<file path="src/rtl/gtxe2_oob_pkg.sv">
// Shared state encoding and parameter defaults for the GTXE2 SATA host OOB sequencer.
package gtxe2_oob_pkg;

  localparam int unsigned OOB_TIMEOUT_DEF     = 4096;
  localparam int unsigned OOB_TMR_W_DEF       = 16;
  localparam int unsigned OOB_MAX_RETRIES_DEF = 3;
  localparam int unsigned OOB_STATE_W         = 4;

  typedef enum logic [OOB_STATE_W-1:0] {
    ST_IDLE          = 4'd0,
    ST_SEND_INIT     = 4'd1,
    ST_WAIT_INIT_FIN = 4'd2,
    ST_WAIT_DEV_INIT = 4'd3,
    ST_SEND_WAKE     = 4'd4,
    ST_WAIT_WAKE_FIN = 4'd5,
    ST_WAIT_DEV_WAKE = 4'd6,
    ST_WAIT_ALIGN    = 4'd7,
    ST_LINK_UP       = 4'd8,
    ST_FAIL          = 4'd9
  } oob_state_e;

  // Only the WAIT_* states are guarded by the phase timer.
  function automatic logic is_wait_state(input oob_state_e s);
    return s inside {ST_WAIT_INIT_FIN, ST_WAIT_DEV_INIT, ST_WAIT_WAKE_FIN,
                     ST_WAIT_DEV_WAKE, ST_WAIT_ALIGN};
  endfunction

endpackage

</file>
<file path="src/rtl/gtxe2_oob_timer.sv">
// Phase timer: synchronous clear, count enable, saturating count, and a flag
// raised on the last permitted cycle of a phase (count == TIMEOUT_CYCLES-1).
module gtxe2_oob_timer #(
  parameter int unsigned TIMEOUT_CYCLES = 4096,
  parameter int unsigned TMR_W          = 16
) (
  input  logic clk,
  input  logic reset_n,
  input  logic clr,
  input  logic en,
  output logic timeout
);

  localparam logic [TMR_W-1:0] TMR_MAX  = '1;
  localparam logic [TMR_W-1:0] TMR_LAST = TMR_W'(TIMEOUT_CYCLES - 1);

  logic [TMR_W-1:0] count;

  // NOTE: state held across clock edges is assigned with <= so every register
  // samples the pre-edge values, independent of statement order.
  always_ff @(posedge clk or negedge reset_n) begin
    if (!reset_n) begin
      count <= '0;
    end else if (clr) begin
      count <= '0;
    end else if (en && (count != TMR_MAX)) begin
      count <= count + TMR_W'(1);
    end
  end

  assign timeout = en && (count == TMR_LAST);

endmodule

</file>
<file path="src/rtl/gtxe2_chnl_oob_ctrl.sv">
// Host-side SATA OOB sequencer for the GTXE2 TX OOB burst generator.
// Define OOB_CTRL_RETRY_EN to retry COMINIT up to MAX_RETRIES times after a phase timeout.
module gtxe2_chnl_oob_ctrl
  import gtxe2_oob_pkg::*;
#(
  parameter int unsigned TIMEOUT_CYCLES = OOB_TIMEOUT_DEF,
  parameter int unsigned TMR_W          = OOB_TMR_W_DEF,
  parameter int unsigned MAX_RETRIES    = OOB_MAX_RETRIES_DEF
) (
  input  logic       clk,
  input  logic       reset_n,
  input  logic       start,
  output logic       txcominit,
  output logic       txcomwake,
  input  logic       txcomfinish,
  input  logic       rxcominitdet,
  input  logic       rxcomwakedet,
  input  logic       rxaligndet,
  output logic       link_up,
  output logic       busy,
  output logic       fail,
  output logic [1:0] retry_cnt
);

`ifdef OOB_CTRL_RETRY_EN
  localparam bit RETRY_EN = 1'b1;
`else
  localparam bit RETRY_EN = 1'b0;
`endif
  // A zero limit makes every timeout terminal and leaves the retry counter at 0.
  localparam logic [1:0] RETRY_LIMIT = RETRY_EN ? 2'(MAX_RETRIES) : 2'd0;

  oob_state_e state_q, state_d;
  logic [1:0] retry_q, retry_d;
  logic       tmr_clr, tmr_en, tmr_timeout;
  logic       timeout_hit;

  assign tmr_clr = (state_d != state_q);
  assign tmr_en  = is_wait_state(state_q);

  gtxe2_oob_timer #(
    .TIMEOUT_CYCLES (TIMEOUT_CYCLES),
    .TMR_W          (TMR_W)
  ) u_timer (
    .clk     (clk),
    .reset_n (reset_n),
    .clr     (tmr_clr),
    .en      (tmr_en),
    .timeout (tmr_timeout)
  );

  // NOTE: every variable driven here gets a default first, so no path through
  // the case leaves one unassigned and no latch is inferred.
  always_comb begin
    state_d     = state_q;
    retry_d     = retry_q;
    timeout_hit = 1'b0;
    unique case (state_q)
      ST_IDLE, ST_FAIL: begin
        if (start) begin
          state_d = ST_SEND_INIT;
          retry_d = '0;
        end
      end
      ST_SEND_INIT: state_d = ST_WAIT_INIT_FIN;
      ST_WAIT_INIT_FIN: begin
        if (txcomfinish) state_d = ST_WAIT_DEV_INIT;
        else             timeout_hit = tmr_timeout;
      end
      ST_WAIT_DEV_INIT: begin
        if (rxcominitdet) state_d = ST_SEND_WAKE;
        else              timeout_hit = tmr_timeout;
      end
      ST_SEND_WAKE: state_d = ST_WAIT_WAKE_FIN;
      ST_WAIT_WAKE_FIN: begin
        if (txcomfinish) state_d = ST_WAIT_DEV_WAKE;
        else             timeout_hit = tmr_timeout;
      end
      ST_WAIT_DEV_WAKE: begin
        if (rxcomwakedet) state_d = ST_WAIT_ALIGN;
        else              timeout_hit = tmr_timeout;
      end
      ST_WAIT_ALIGN: begin
        if (rxaligndet) state_d = ST_LINK_UP;
        else            timeout_hit = tmr_timeout;
      end
      ST_LINK_UP: begin
        // Device-initiated COMINIT means the device reset; restart from scratch.
        if (rxcominitdet) begin
          state_d = ST_SEND_INIT;
          retry_d = '0;
        end
      end
      default: state_d = ST_IDLE;
    endcase

    if (timeout_hit) begin
      if (retry_q != RETRY_LIMIT) begin
        state_d = ST_SEND_INIT;
        retry_d = retry_q + 2'd1;
      end else begin
        state_d = ST_FAIL;
      end
    end
  end

  // Outputs are decoded from the next state so they are registered yet aligned with the state.
  always_ff @(posedge clk or negedge reset_n) begin
    if (!reset_n) begin
      state_q   <= ST_IDLE;
      retry_q   <= '0;
      txcominit <= 1'b0;
      txcomwake <= 1'b0;
      link_up   <= 1'b0;
      busy      <= 1'b0;
      fail      <= 1'b0;
    end else begin
      state_q   <= state_d;
      retry_q   <= retry_d;
      txcominit <= (state_d == ST_SEND_INIT);
      txcomwake <= (state_d == ST_SEND_WAKE);
      link_up   <= (state_d == ST_LINK_UP);
      busy      <= !(state_d inside {ST_IDLE, ST_LINK_UP, ST_FAIL});
      fail      <= (state_d == ST_FAIL);
    end
  end

  assign retry_cnt = retry_q;

endmodule

</file>
<file path="config.mk">
export PLATFORM = sky130hd
export DESIGN_NAME = gtxe2_chnl_oob_ctrl
export DESIGN_NICKNAME = d
export VERILOG_FILES = /design/src/rtl/gtxe2_oob_pkg.sv /design/src/rtl/gtxe2_oob_timer.sv /design/src/rtl/gtxe2_chnl_oob_ctrl.sv
export SDC_FILE = /design/constraint.sdc
export NUM_CORES = 1
export LEC_CHECK = 0
export BUFFER_PORTS_ARGS = -buffer_cell sky130_fd_sc_hd__buf_2
export CAP_MARGIN = 10
export CORE_ASPECT_RATIO = 0.8
export CORE_UTILIZATION = 40
export CTS_CLUSTER_DIAMETER = 200
export DETAILED_ROUTE_END_ITERATION = 6
export PLACE_DENSITY = 0.6
export SLEW_MARGIN = 20
export SYNTH_ARGS = -nofsm -noshare
export SYNTH_HDL_FRONTEND = slang
export SYNTH_SLANG_ARGS = --single-unit
</file>
<file path="constraint.sdc">
create_clock -name clk -period 2.15 [get_ports clk]
set_input_delay 0 -clock clk [delete_from_list [all_inputs] [get_ports clk]]
set_output_delay 0 -clock clk [all_outputs]
set_load 0.01 [all_outputs]
</file>
==> impl_metrics.csv <==
group,metric,value,unit
global_route,groute.usage.overall,0.190,
drt,drc_errors,0,
setup_path,arrival,2.25,ns
timing,slew_viol_final,0,
timing,finalCritPeriodShare,0.972,
setup_path,crit_path_max_fanout,6,
logic_synthesis,yosysWarnings,0,
run_status,status,"complete, no violations",
place,gp_congestion,0.909,
cts,numCtsBuffers,3,
drt,vias,1519,
logic_synthesis,synth_top_area_cell,"dfrtp_1",
setup_path,slowest_stage,"or4_1",
setup_path,critical-path-max-stage-delay,0.56,ns
setup_path,endpoint_kind,"flip-flop",
hold_path,hold_class,"input pin to flip-flop",
global_route,antenna_found_initial,0,
setup_path,path_cells,"or4_1, nor4_2, o211a_1, buf_4, nand2_1, a21boi_0",
die,die_area,4800,sq um
timing,clock.fmax,478,MHz
cts,cts_sinks,27,
cts,clock_path_buffers,2,
timing,fin_worst_skew,0.00686,ns
logic_synthesis,async_flop_share,1.00,
setup_path,crit_type,"flip-flop to flip-flop",
pwr,power_density,1050,nW/um^2
flow_run,cap_violations,0,
place,place_hpwl,3020,microns
layout,num_antenna_cells,0,
logic_synthesis,synth_ff_type,"dfrtp_1",
setup_path,critPathLaunchType,"flip-flop",
logic_synthesis,synth.top_cells.by_count,"dfrtp_1 (27), nand3_1 (12), nand2_1 (11), nor2_1 (11), nor4_2 (11)",
die,die_w,77.2,microns
layout,n_fill_cell,398,
cts,clock-root-buffer,"clkbuf_8",
die,die_h,62.2,microns
logic_synthesis,synth_most_common_cell,"dfrtp_1",
layout,fin_cells,261,
die,row_count,21,
logic_synthesis,ys_seq_area_frac,0.373,
die,start_util,0.425,
global_route,grt_start_max_net_pins,28,
setup_path,cp.buffers_inverters,1,
drt,drt_iter0_markers,88,
timing,setup_viol,0,
setup_path,cp_top_family,"simple AND/OR/NAND/NOR gates",
cts,ctsHtreeMaxLevel,1,
die,coreArea,4260,sq um
place,io_buffers,13,
global_route,overflow,0,
timing,tightest_slew,0.644,ns
pwr,cellLeakagePower,0.853,nW
logic_synthesis,synth_edf_count,0,
timing,finalWorstSetupSlack,0.0598,ns
logic_synthesis,synth.avg_cell_area,10.1,sq um
logic_synthesis,synth_cell_type_count,54,
logic_synthesis,synth_area,1810,sq um
layout,area_growth,17.1,%
logic_synthesis,synth_top_cell_area_share,0.373,
timing,fin_crit,2.09,ns
logic_synthesis,synth_cells,180,
drt,wl,4200,microns
place,post-place-ws,0.0453,ns
drt,wl_per_cell,16.1,microns
place,dp.cells,255,
layout,num-nets-final,214,
logic_synthesis,synth.net_count,189,
pwr,max-vdd-ir-drop,0.525,mV
logic_synthesis,ys_seq_elements,27,
drt,first_pass_iters,4,
cts,insertion_delay,0.28,ns
timing,slew_headroom,0.570,
logic_synthesis,ys_top_cells_by_area,"dfrtp_1 (37%), nor4_2 (7.6%), xor2_1 (3.4%)",
global_route,grt_pass1_vias,1548,
global_route,grt_pass1_wl,7400,microns
cts,tritoncts,"done",
layout,drive_above_1_share,0.324,
cts,cts.clk_slew.worst_paths,0.09,ns
timing,hold_violations,0,
die,ios,14,
drt,vias_per_cell,5.82,
setup_path,critPathRequiredTime,2.31,ns
drt,ant_nets,0,
[layout make-up]
cell class | instances | area, sq um | share of cell area
Clock buffer | 3 | 41.3 | 0.0195
Clock inverter | 1 | 5.00 | 0.00236
Inverter | 6 | 22.5 | 0.0106
Multi-Input combinational cell | 136 | 1080 | 0.511
Sequential cell | 27 | 678 | 0.320
Tap cell | 57 | 71.3 | 0.0336
Timing Repair Buffer | 31 | 219 | 0.103
[worst paths after layout]
path,startpoint,end,slack [ns],cells after the start
max,u_timer.count[14],busy,0.06,6
min,rxcominitdet,link_up,0.12,3
max reg2reg,u_timer.count[14],busy,0.06,6
min reg2reg,retry_cnt[0],retry_cnt[0],0.52,1
max in group asynchronous,reset_n,state_q[3],1.47,2
min in group asynchronous,reset_n,u_timer.count[2],0.25,2
[layout by cell type (no fill, tap or decap), types with 3 or more instances in the layout]
cell type,count
mux2i_1,4
nor4_1,8
nor3b_1,3
xor2_1,7
nand3_1,12
nor3_1,7
buf_4,15
inv_1,6
dfrtp_1,25
o21ai_0,3
clkbuf_8,3
nand2_1,11
a21oi_1,4
buf_2,13
nor4_2,12
xnor2_1,6
mux2_2,3
nor2_1,11
nand4_1,5
[kinds of logic after synthesis]
kind of cell / count (synthesis) / share of synthesized area
buffers and inverters: 17 / 0.0518
AND/OR/NAND/NOR: 88 / 0.314
XOR/XNOR: 13 / 0.0629
flip-flops: 27 / 0.373
AO/OA/AOI/OAI: 26 / 0.143
multiplexers: 7 / 0.0408
adder cells (fa/ha/maj): 2 / 0.0138
[stage by stage]
stage	setup TNS (ns)	hold WS [ns]	util	power [mW]	cell area [sq um]
after floorplan	0	-0.296	-	1.58	1810
after global placement	0	0.0409	0.473	1.85	2010
after detailed placement	0	0.0588	0.473	1.88	2010
after CTS	0	0.104	0.486	2.18	2070
after global routing	-0.0304	0.112	0.498	2.39	2120
final	0	0.116	0.498	2.23	2120
[timing repair]
action	4_1_cts	5_1_grt
hold endpoints to repair	27	0
endpoints found under the setup margin	0	19
gates resized for setup	0	9
setup buffers	0	1
hold buffers	1	0
[layer usage]
| metal | vias up | GRT usage | part of all wire |
|---|---|---|---|
| li1 | 727 | - | - |
| met1 | 755 | 0.264 | 0.48 |
| met2 | 33 | 0.303 | 0.48 |
| met3 | 4 | 0.0382 | 0.034 |
| met4 | 0 | 0.0472 | 0.0074 |
| met5 | - | 0 | 0 |
[where the power goes]
| part | switching [mW] | internal [mW] |
|---|---|---|
| sequential | 0.0878 | 0.580 |
| clock | 0.169 | 0.131 |
| combinational | 0.720 | 0.542 |
[registers in the layout, summed over array words and instances (netlist names)]
signal / count
txcominit: 1
fail: 1
u_timer.count: 16
txcomwake: 1
link_up: 1
retry_cnt: 2
busy: 1
state_q: 4
[worst register-to-register path: cells and delay by family (launching register included)]
kind / cells / cell delay (ns)
and+or+nand+nor: 3 / 1.02
DFF: 1 / 0.43
AOI/OAI and AO/OA: 2 / 0.37
buffers and inverters: 1 / 0.16
Power figures use the tool's default switching activity.
